==> config.mk <==
export PLATFORM = sky130hd
export DESIGN_NAME = bit_serializer
export DESIGN_NICKNAME = d
export VERILOG_FILES = /design/src/rtl/bit_serializer.sv
export SDC_FILE = /design/constraint.sdc
export NUM_CORES = 1
export LEC_CHECK = 0
export ABC_CLOCK_PERIOD_IN_PS = 1720
export CORE_MARGIN = 3
export CORE_UTILIZATION = 48
export DETAILED_ROUTE_END_ITERATION = 7
export GPL_TIMING_DRIVEN = 0
export PLACE_DENSITY = 0.8
export SLEW_MARGIN = 30
export SYNTH_ARGS = -nofsm -noshare
export SYNTH_HDL_FRONTEND = slang
export SYNTH_SLANG_ARGS = --single-unit
export TNS_END_PERCENT = 1
==> constraint.sdc <==
create_clock -name clk -period 1.72 [get_ports clk]
set_input_delay 0.344 -clock clk [delete_from_list [all_inputs] [get_ports clk]]
set_output_delay 0.344 -clock clk [all_outputs]
set_load 0.01 [all_outputs]
==> src/rtl/bit_serializer.sv <==
// -----------------------------------------------------------------------------
// bit_serializer
//
// Parallel-to-serial stage feeding the serial run detector. Words arrive over a
// valid/ready handshake and leave one bit per clock on ser_bit, qualified by
// ser_valid. A one-word holding register lets back-to-back words stream with
// no idle cycle between them.
//
// Parameters:
//   DATA_W     word width in bits (>= 2)
//   LSB_FIRST  0: MSB transmitted first, 1: LSB transmitted first
//
// Ports:
//   clk        clock, all state updates on the rising edge
//   rst        asynchronous, active-high reset
//   in_data    parallel word, sampled only on an accept edge
//   in_valid   upstream word available
//   in_ready   block can take a word this cycle
//   ser_bit    current serial bit (0 when idle)
//   ser_valid  ser_bit carries a real data bit this cycle
//   ser_last   ser_bit is the final bit of the current word
//   busy       shifter active or holding register occupied
// -----------------------------------------------------------------------------
module bit_serializer #(
  parameter int DATA_W    = 8,
  parameter bit LSB_FIRST = 1'b0
) (
  input  logic              clk,
  input  logic              rst,
  input  logic [DATA_W-1:0] in_data,
  input  logic              in_valid,
  output logic              in_ready,
  output logic              ser_bit,
  output logic              ser_valid,
  output logic              ser_last,
  output logic              busy
);

  localparam int                CNT_W    = $clog2(DATA_W);
  localparam logic [CNT_W-1:0]  LAST_CNT = CNT_W'(DATA_W - 1);

  typedef enum logic {
    IDLE  = 1'b0,
    SHIFT = 1'b1
  } state_t;

  state_t            state_q, state_d;
  logic [DATA_W-1:0] shreg_q, shreg_d;
  logic [DATA_W-1:0] hold_q,  hold_d;
  logic              hold_full_q, hold_full_d;
  logic [CNT_W-1:0]  cnt_q,   cnt_d;
  logic              accept;
  logic              at_last;

  // Ready depends only on registered state and reset, never on in_valid, so
  // upstream may legally wait for in_ready before raising in_valid.
  assign in_ready = !hold_full_q && !rst;
  assign accept   = in_valid && in_ready;
  assign at_last  = (cnt_q == LAST_CNT);

  // Moves the next bit to be transmitted onto the output end of the register.
  function automatic logic [DATA_W-1:0] shift_one(input logic [DATA_W-1:0] v);
    if (LSB_FIRST) shift_one = {1'b0, v[DATA_W-1:1]};
    else           shift_one = {v[DATA_W-2:0], 1'b0};
  endfunction

  // ---------------------------------------------------------------------------
  // State register
  // ---------------------------------------------------------------------------
  // NOTE: sequential state uses non-blocking assignments so every register
  // samples the pre-edge values of its neighbours regardless of block order.
  // NOTE: the holding register is reset along with the control bits; a stale
  // word behind a cleared hold_full flag would be harmless, but a fully reset
  // datapath keeps post-reset behaviour identical from run to run.
  always_ff @(posedge clk or posedge rst) begin
    if (rst) begin
      state_q     <= IDLE;
      shreg_q     <= '0;
      hold_q      <= '0;
      hold_full_q <= 1'b0;
      cnt_q       <= '0;
    end else begin
      state_q     <= state_d;
      shreg_q     <= shreg_d;
      hold_q      <= hold_d;
      hold_full_q <= hold_full_d;
      cnt_q       <= cnt_d;
    end
  end

  // ---------------------------------------------------------------------------
  // Next-state logic
  // ---------------------------------------------------------------------------
  // NOTE: every signal driven here gets a default first; without it some path
  // through the case would leave a value unassigned and infer a latch.
  always_comb begin
    state_d     = state_q;
    shreg_d     = shreg_q;
    hold_d      = hold_q;
    hold_full_d = hold_full_q;
    cnt_d       = cnt_q;

    unique case (state_q)
      IDLE: begin
        if (accept) begin
          shreg_d = in_data;
          cnt_d   = '0;
          state_d = SHIFT;
        end
      end

      SHIFT: begin
        if (!at_last) begin
          shreg_d = shift_one(shreg_q);
          cnt_d   = cnt_q + CNT_W'(1);
          if (accept) begin
            hold_d      = in_data;
            hold_full_d = 1'b1;
          end
        end else if (hold_full_q) begin
          // Word boundary with a word waiting: hand it over with no gap.
          // in_ready is low here, so no new word can collide with the move.
          shreg_d     = hold_q;
          hold_full_d = 1'b0;
          cnt_d       = '0;
        end else if (accept) begin
          // Word boundary with an empty hold: bypass straight into the shifter.
          shreg_d = in_data;
          cnt_d   = '0;
        end else begin
          shreg_d = '0;
          cnt_d   = '0;
          state_d = IDLE;
        end
      end

      default: begin
        state_d = IDLE;
      end
    endcase
  end

  // ---------------------------------------------------------------------------
  // Output decode (registered state only, no path from in_* to ser_*)
  // ---------------------------------------------------------------------------
  always_comb begin
    ser_valid = (state_q == SHIFT);
    ser_last  = (state_q == SHIFT) && at_last;
    busy      = (state_q == SHIFT) || hold_full_q;
    ser_bit   = 1'b0;
    if (state_q == SHIFT) begin
      ser_bit = LSB_FIRST ? shreg_q[0] : shreg_q[DATA_W-1];
    end
  end

endmodule

======== Word level (Yosys, flattened, before mapping) ========
Index checks and enable logic that the tools add are counted.
word-level totals
  bits in registers ....................... 21
  output and inout port bits .............. 5
  input bits .............................. 11
cells by class
  muxes and demuxes ....................... 15
  bitwise gates (word level) .............. 2
  add/sub/neg operators ................... 1
  eq/ne operators ......................... 2
  reductions and logical operators ........ 9
operators with widths
  kind                                                            number
  8-bit two-way mux                                               4
  8-bit one-hot mux with 2 select lines                           1
  1-bit two-way mux                                               6
  3-bit two-way mux                                               2
  3-bit one-hot mux with 2 select lines                           1
  3-bit by 1-bit adder with 3-bit output (second input constant)  1
  3-bit equality test (second input constant)                     1
  1-bit logical AND                                               3
  3-bit AND reduction                                             1
  1-bit zero test                                                 2
  2-bit != test (second input constant)                           1
  1-bit inverter                                                  2
  1-bit one-hot mux with 2 select lines                           1
  2-bit AND reduction                                             1
  2-bit nonzero test                                              1
  1-bit logical OR                                                1

======== Logic depth before layout (Yosys ltp) ========
Gate-level depths: netlist (run 1).
  depth in word-level cells ............... 7
  mapped depth ............................ 6
  depth with buffers taken out ............ 5

======== Worst setup path after synthesis (run 1) ========
OpenSTA, ideal clock, no wires.
  path type ............................... flip-flop to flip-flop
  from .................................... register cnt_q[0]
  to ...................................... register hold_q[0]
  setup slack ............................. 0.082 ns
  data required time ...................... 1.595 ns
  data arrival time ....................... 1.513 ns
  library setup time ...................... 0.125 ns
  path buffers ............................ 0
  cell stages (with the launch flop) ...... 6
  cell sequence ........................... dfrtp_1 > ha_1 > ha_1 > and2b_1 > nand2_4 > mux2_4
on the way
  word-level cells in the longest chain between the ends .. 3
RTL lines
  element                        line  text
  start, declared                51    logic [CNT_W-1:0] cnt_q, cnt_d;
  start signal, assigned         87    cnt_q <= cnt_d;
  3-bit equality test            59    assign at_last = (cnt_q == LAST_CNT);
  1-bit inverter (no line)       n/a
  3-bit AND reduction (no line)  n/a
  end signal, assigned           85    hold_q <= hold_d;
  end, declared                  49    logic [DATA_W-1:0] hold_q, hold_d;
Every way passes these cells.
A chain may end at the register's enable or synchronous reset.

======== Final worst setup path (run 1) ========
  from .................................... register cnt_q[1]
  to ...................................... output ser_last
on the way
  word-level cells in the longest chain between the ends .. 2
RTL lines
  element              line  text
  3-bit equality test  59
  1-bit logical AND    148   ser_last = (state_q == SHIFT) && at_last;
  end, declared        35    output logic ser_last,
Every way passes these cells.

==> flow_summary.yaml, run 1 <==
status:
  status: "finished, violations left"
  violations: "setup timing"
worst_setup_path:
  crit_fanout: 6
  criticalPathCategory: "reg -> out"
  slowest_delay_ps: 400
  worstPathArrival_ps: 1390
  slowest_stage: "dfrtp_1"
  cp.required_ps: 1380
  cp-start-kind: "flip-flop"
  endpoint_kind: "output pin"
  path_cells: "ha_2, ha_4, and2_4, buf_6"
clocking:
  ctsHoldBuffers: 0
  insertion_delay_ps: 310
  htree_levels: 1
  cts_buffer_depth: 2
  cts_buffers: 3
  root_buffer: "clkbuf_4"
  cts_tree: "built"
  cts_num_sinks: 21
  clkTransAtPathRegs_ps: 120
cells_and_area:
  final_common_cell: "dfrtp_1"
  postLayoutCoreUtil: 0.6520
  stdcell_area_um2: 1498
  drive_gt1_frac: 0.2707
  mostFrequentLayoutCells: "dfrtp_1, buf_4"
  num-nets-final: 147
  area_delta_synth_final_pct: 24.69
  antenna-diode-count: 0
  fin_cells: 161
route:
  drc_errors: 0
  drtIter0Drc: 18
  vias: 929
  final_antenna_net_count: 0
  wl_mm: 2.515
  wl_per_cell_um: 15.62
  vias_per_cell: 5.770
  dr.pass1.iters: 4
logic_synthesis:
  synth_top_area_cell: "dfrtp_1"
  syn-num-nets: 123
  yosysWarnings: 0
  syn_avg_cell_area_um2: 10.92
  synth_cell_type_count: 25
  synth_top_area_share: 0.4375
  ys_async_sr_fraction: 1.000
  synth_edf_count: 0
  ys_seq_elements: 21
  synth_area_leaders: "dfrtp_1, mux2_4, nor4bb_1"
  synth_area_um2: 1201
  synth_ff_type: "dfrtp_1"
  netlist_instances: 110
  ys_seq_area_frac: 0.4375
place:
  place_congestion: 0.7863
  place.port_buffers: 14
  pre_cts_ws_ps: -390.7
  dpl.cell_count: 152
  dpl.hpwl_mm: 1.634
  placed_area_um2: 1376
global_route:
  grt_pass1_vias: 894
  grt-ovfl-total: 0
  grt_pass1_wl_mm: 4.195
  antenna_found_initial: 0
  grt_start_max_net_pins: 23
  track_usage: 0.1651
floorplanning:
  die_width_um: 56.03
  core_area_um2: 2297
  die-area_um2: 3139
  start_util: 0.5229
  ios: 16
  rows: 17
  die_h_um: 56.03
sta:
  period_needed_ps: 1732
  finalCritPeriodShare: 1.007
  clock-skew-final_ps: 5.055
  slew_violations: 0
  maxSlewHeadroom: 0.4383
  setup_viol: 6
  timing.fmax_ghz: 0.5773
  rsz0062_at_grt: "true"
  finalHoldViolations: 0
  tightest_slew_ps: 841.6
  worst_slack_ps: -12.08
power_and_ir_drop:
  irDropWorstVdd_mv: 1.022
  powerDensity_nw_per_um2: 1658
  p_leak_nw: 0.6779
run:
  cap_viol_max_count: 0
min_path:
  min_path_type: "in -> async"
## sequential cells by signal, summed over array words and instances, names as in the netlist
signal and cells:
cnt_q 3, hold_full_q 1, hold_q 8, ser_valid 1, shreg_q 8
## cells by family after synthesis
group,share of synthesized area
buf+inv,0.04479
fa+ha+maj,0.02083
mux,0.1500
flops,0.4375
compound gates,0.1063
simple gates,0.2406
## final cells by class
type / count / area (µm²)
inverters: 2 / 7.507
plain buffers: 5 / 47.55
well taps: 28 / 35.03
flip-flops and latches: 21 / 528.0
fillers: 182 / 799.5
repair buffers: 22 / 201.4
clock buffers: 4 / 26.28
multi-input cells: 79 / 651.9
## worst paths after layout
path	from	endpoint	slack [ps]	cells after the start
min in group clk	in_valid	hold_full_q$_DFFE_PP0P_	520	3
max in group asynchronous	rst	hold_full_q$_DFFE_PP0P_	880	2
setup / recovery	cnt_q[1]$_DFFE_PP0P_	ser_last	-10	4
hold / removal	rst	shreg_q[0]$_DFFE_PP0P_	260	2
hold reg to reg	hold_q[2]$_DFFE_PP0P_	hold_q[2]$_DFFE_PP0P_	520	1
setup reg to reg	cnt_q[1]$_DFFE_PP0P_	hold_q[3]$_DFFE_PP0P_	-10	6
## layer usage
layer	vias up	global-route usage	share of wire
li1	444	-	-
met1	468	0.2200	0.46
met2	15	0.2671	0.49
met3	2	0.04872	0.045
met4	0	0.03051	0.0036
met5	-	0	0
## through the flow
step	hold slack, ps	power (mW)	setup TNS (ps)
2_1_floorplan	457.3	1.745	0
3_3_place_gp	471.3	2.003	-3566
3_5_place_dp	482.5	2.045	-3894
4_1_cts	299.7	2.353	-150.4
5_1_grt	315.1	2.649	-291.1
6_report	263.7	2.483	-34.89
## synthesized netlist by cell type (all sizes together), types with 3 or more instances
cell and count:
o21ai 7, nor2b 7, nor4bb 7, mux2i 6, dfrtp 21, a31oi 8, mux2 8, and2 9
buf 7, nor3 7, nor2 3
## power breakdown
part	internal, mW	switching, mW	total, mW
registers	0.746	0.156	0.903
logic	0.770	0.559	1.33
clock network	0.0906	0.160	0.251
total	1.61	0.876	2.48
## critical path, delay by kind of cell, from the launching register on
family,cells,cell delay (ps)
simple gates,1,180
flops,1,400
buf+inv,1,120
fa+ha+maj,2,370
## timing repair
| action | CTS | global route |
|---|---|---|
| pin swaps | 0 | 3 |
| setup buffers | 2 | 6 |
| gates resized for setup | 21 | 7 |
| setup endpoints to repair | 13 | 2 |
No activity file was read; power rests on OpenSTA's default activity.
==> run 2: changes to the inputs <==
REMOVE_ABC_BUFFERS = 1   (was unset)
==> run 2 against run 1 <==
Against the previous run:
- the flow still finishes with violations (setup timing)
- clock power down 5%
- sequential share of layout area down 0.18 points
- critical path type unchanged
- non-clock buffer count up 5
- clock-buffer cell count down 1
- routed wire length up 4.6%
- cell count up 3.1%
- register-to-register slack better by 70 ps
- largest power group unchanged
==> flow_summary.yaml, run 2 (synthesized netlist as in run 1, its figures left out) <==
floorplanning:
  die_width_um: 56.03
  die_h_um: 56.03
  die-area_um2: 3139
  core_area_um2: 2297
  start_util: 0.5229
  ios: 16
  rows: 17
place:
  place.port_buffers: 15
  dpl.hpwl_mm: 1.565
  dpl.cell_count: 145
  pre_cts_ws_ps: -608.7
  place_congestion: 0.7672
  placed_area_um2: 1340
power_and_ir_drop:
  power.total_mw: 2.483
  powerDensity_nw_per_um2: 1641
  p_leak_nw: 0.6911
  irDropWorstVdd_mv: 1.006
status:
  violations: "setup timing"
  status: "finished, violations left"
route:
  final_antenna_net_count: 0
  vias: 946
  vias_per_cell: 5.699
  dr.pass1.iters: 4
  wl_per_cell_um: 15.84
  wl_mm: 2.630
  drtIter0Drc: 34
  drc_errors: 0
sta:
  tightest_slew_ps: 817.3
  worst_slack_ps: -10.79
  maxSlewHeadroom: 0.4545
  rsz0062_at_grt: "true"
  slew_violations: 0
  timing.fmax_ghz: 0.5778
  finalCritPeriodShare: 1.006
  tns_ps: -10.79
  hold_slack_ps: 518.1
  clock-skew-final_ps: 2.814
  setup_viol: 1
  period_needed_ps: 1731
  finalHoldViolations: 0
min_path:
  hold_depth: 1
  min_path_type: "reg -> reg"
  worstHoldStart: "hold_q[1]$_DFFE_PP0P_"
  holdPathEnd: "hold_q[1]$_DFFE_PP0P_"
cells_and_area:
  drive_gt1_frac: 0.2826
  nFillCells: 187
  fin_cells: 166
  antenna-diode-count: 0
  reg_top3: "hold_q (8), shreg_q (8), cnt_q (3)"
  stdcell_area_um2: 1513
  mostFrequentLayoutCells: "dfrtp_1, buf_4, clkdlybuf4s50_1"
  area_delta_synth_final_pct: 25.94
  num-nets-final: 152
  final_common_cell: "dfrtp_1"
  multi_input_area_um2: 639.4
  postLayoutCoreUtil: 0.6585
  final-seq-area_um2: 530.5
clocking:
  insertion_delay_ps: 300
  clkTransAtPathRegs_ps: 120
  ctsHoldBuffers: 0
  cts_tree: "built"
  cts_buffer_depth: 2
  cts_num_sinks: 21
  root_buffer: "clkbuf_4"
  htree_levels: 1
  cts_buffers: 3
global_route:
  grt-ovfl-total: 0
  grt_pass1_wl_mm: 4.112
  grt_start_max_net_pins: 23
  antenna_found_initial: 0
  track_usage: 0.1703
  grt_pass1_vias: 860
worst_setup_path:
  cp-start-kind: "flip-flop"
  r2r_slack_ps: 60
  endpoint_kind: "output pin"
  reg2reg_depth: 5
  cp.required_ps: 1380
  criticalPathCategory: "reg -> out"
  worstPathArrival_ps: 1390
  reg2reg_to: "hold_q[5]$_DFFE_PP0P_"
  crit_fanout: 7
  timing.rr.start: "cnt_q[1]$_DFFE_PP0P_"
run:
  cap_viol_max_count: 0
[run 2: worst max path at each step]
stage / slack [ps] / from / endpoint
after floorplan: 70 / cnt_q[0]$_DFFE_PP0P_ / hold_q[0]$_DFFE_PP0P_
after global routing: -80 / cnt_q[1]$_DFFE_PP0P_ / ser_last
after detailed placement: -610 / rst / hold_q[5]$_DFFE_PP0P_
after global placement: -590 / rst / hold_q[2]$_DFFE_PP0P_
after CTS: -170 / cnt_q[1]$_DFFE_PP0P_ / ser_last
final: -10 / cnt_q[1]$_DFFE_PP0P_ / ser_last
[run 2: critical path: stages, from the launching register on]
cell and delay [ps]:
dfrtp_1 400, ha_2 200, ha_4 190, and2_4 180, buf_6 120
[run 2: repair_timing]
item / in CTS / in global routing
setup endpoints to repair: 23 / 7
pin swaps: 0 / 2
resized for setup: 15 / 5
setup buffers: 8 / 9
[run 2: metal layers]
| layer | GRT usage | part of all wire | up-vias |
|---|---|---|---|
| met3 | 0.04640 | 0.059 | 4 |
| met1 | 0.2259 | 0.45 | 458 |
| met2 | 0.2638 | 0.49 | 31 |
| li1 | - | - | 453 |
| met4 | 0.06441 | 0.0072 | 0 |
| met5 | 0 | 0 | - |
[run 2: area by class of cell]
| cell class | count | area share |
|---|---|---|
| clock inverter | 1 | 0.003309 |
| sequential | 21 | 0.3507 |
| tap | 28 | 0.02316 |
| clock buffer | 3 | 0.01489 |
| multi-input combinational | 79 | 0.4227 |
| inverter | 2 | 0.004963 |
| timing repair buffer | 32 | 0.1803 |
[run 2: power by group]
| part | internal [mW] | switching, mW | total (mW) | leakage (nW) |
|---|---|---|---|---|
| sequential | 0.752 | 0.135 | 0.886 | 0.249 |
| clock | 0.0867 | 0.151 | 0.238 | 0.0177 |
| combinational | 0.760 | 0.598 | 1.36 | 0.425 |
| total | 1.60 | 0.884 | 2.48 | 0.691 |
==> run 3: changes to the inputs <==
GPL_TIMING_DRIVEN = unset   (was 0)
RECOVER_POWER = 25   (was unset)
SETUP_SLACK_MARGIN = 0.2   (was unset)
==> run 3 against run 2 <==
Against the previous run:
- global-route usage increased by 0.31 points
- largest cell class unchanged
- register-to-register slack got worse by 30 ps
- highest routed layer unchanged
- the run now ends clean
- critical endpoint is now hold_q[6]$_DFFE_PP0P_
- largest power group unchanged
- sequential power about the same
==> flow_summary.yaml, run 3 (synthesized netlist as in run 1, its figures left out) <==
global_route:
  track_usage: 0.1733
  grt-ovfl-total: 0
  antenna_found_initial: 0
  grt_pass1_vias: 899
  grt_start_max_net_pins: 22
  grt_pass1_wl_mm: 4.347
cells_and_area:
  final_common_cell: "dfrtp_1"
  reg_top3: "hold_q (8), shreg_q (8), cnt_q (3)"
  stdcell_area_um2: 1516
  num-nets-final: 151
  mostFrequentLayoutCells: "dfrtp_1, buf_4, clkdlybuf4s50_1"
  fin_cells: 165
  antenna-diode-count: 0
  area_delta_synth_final_pct: 26.25
  drive_gt1_frac: 0.2774
  nFillCells: 191
place:
  dpl.cell_count: 160
  place_congestion: 0.8581
  dpl.hpwl_mm: 1.744
  place.port_buffers: 15
  placed_area_um2: 1453
  pre_cts_ws_ps: -167.3
clocking:
  root_buffer: "clkbuf_4"
  cts_buffer_depth: 2
  cts_num_sinks: 21
  clkTransAtPathRegs_ps: 120
  htree_levels: 1
  cts_tree: "built"
  cts_buffers: 3
  insertion_delay_ps: 310
worst_setup_path:
  slowest_delay_ps: 400
  endpoint_kind: "flip-flop"
  criticalPathCategory: "reg -> reg"
  path_cells: "ha_2, ha_4, buf_4, and2b_2, nand2_8, mux2_4"
  cp-start-kind: "flip-flop"
  cp.required_ps: 1920
  crit_fanout: 8
  slowest_stage: "dfrtp_1"
  worstPathArrival_ps: 1890
sta:
  tightest_slew_ps: 527.1
  clock-skew-final_ps: 2.416
  finalHoldViolations: 0
  slew_violations: 0
  setup_viol: 0
  rsz0062_at_grt: "true"
  maxSlewHeadroom: 0.6486
  period_needed_ps: 1687
  worst_slack_ps: 33.20
  finalCritPeriodShare: 0.9807
  timing.fmax_ghz: 0.5928
route:
  drtIter0Drc: 16
  wl_mm: 2.547
  dr.pass1.iters: 4
  vias_per_cell: 5.691
  wl_per_cell_um: 15.44
  vias: 939
  final_antenna_net_count: 0
  drc_errors: 0
power_and_ir_drop:
  powerDensity_nw_per_um2: 1637
  irDropWorstVdd_mv: 0.9037
  p_leak_nw: 0.6868
floorplanning:
  die-area_um2: 3139
  ios: 16
  core_area_um2: 2297
  die_width_um: 56.03
  start_util: 0.5229
  die_h_um: 56.03
  rows: 17
run:
  cap_viol_max_count: 0
status:
  status: "finished, final reports clean"
min_path:
  min_path_type: "reg -> reg"
==> run 3: cell types whose count changed in the layout (fill, tap and decap cells not counted), moves of 2 or more <==
cell / change
buf_4: -3
buf_6: +3
clkbuf_1: +2
clkdlybuf4s15_1: -2
dfrtp_1: +2
==> run 3: worst paths after layout <==
kind	from	to	slack, ps	cells after the start
worst max-delay path	cnt_q[1]$_DFFE_PP0P_	hold_q[6]$_DFFE_PP0P_	30	6
worst min-delay path	hold_q[2]$_DFFE_PP0P_	hold_q[2]$_DFFE_PP0P_	520	1
worst max register to register	cnt_q[1]$_DFFE_PP0P_	hold_q[6]$_DFFE_PP0P_	30	6
worst min register to register	hold_q[2]$_DFFE_PP0P_	hold_q[2]$_DFFE_PP0P_	520	1
max in group asynchronous	rst	hold_q[5]$_DFFE_PP0P_	700	4
min in group asynchronous	rst	hold_full_q$_DFFE_PP0P_	680	4
==> run 3: routing by layer <==
| metal | share of wire | GRT usage |
|---|---|---|
| met1 | 0.46 | 0.2406 |
| met2 | 0.47 | 0.2638 |
| met3 | 0.047 | 0.03016 |
| met5 | 0 | 0 |
| met4 | 0.023 | 0.07458 |
==> run 3: area by class of cell <==
| class | count | area (µm²) | share of cell area |
|---|---|---|---|
| sequential | 21 | 525.5 | 0.3465 |
| clock buffer | 4 | 26.28 | 0.01733 |
| inverter | 2 | 7.507 | 0.004951 |
| timing repair buffer | 31 | 267.8 | 0.1766 |
| tap | 28 | 35.03 | 0.02310 |
| multi-input combinational | 79 | 654.4 | 0.4315 |
==> run 3: critical path, delay by kind of cell (launching register included) <==
family / cells / cell delay, ps
adders and majority gates: 2 / 360
buffers and inverters: 1 / 130
DFF: 1 / 400
muxes: 1 / 320
and+or+nand+nor: 2 / 370
==> run 3: where the power goes <==
group	total [mW]	switching, mW	internal, mW
registers	0.883	0.141	0.743
clock network	0.244	0.153	0.0906
logic	1.35	0.582	0.773
total	2.48	0.876	1.61
==> run 3: timing repair <==
item,CTS,global route
buffers inserted,0,1
pin swaps,1,2
hold buffers,0,0
resized for setup,13,14
endpoints found under the setup margin,18,21
hold endpoints to repair,0,0
==> run 3: stage by stage <==
stage | utilization | power (mW) | hold WS [ps] | setup TNS [ps]
after global placement | 0.6324 | 2.089 | 483.8 | -967.3
final | 0.6601 | 2.482 | 519.7 | 0
after global routing | 0.6601 | 2.656 | 530.9 | -22.59
after floorplan | - | 1.684 | 329.3 | 0
after detailed placement | 0.6324 | 2.139 | 486.6 | -1114
after CTS | 0.6427 | 2.371 | 473.0 | 0
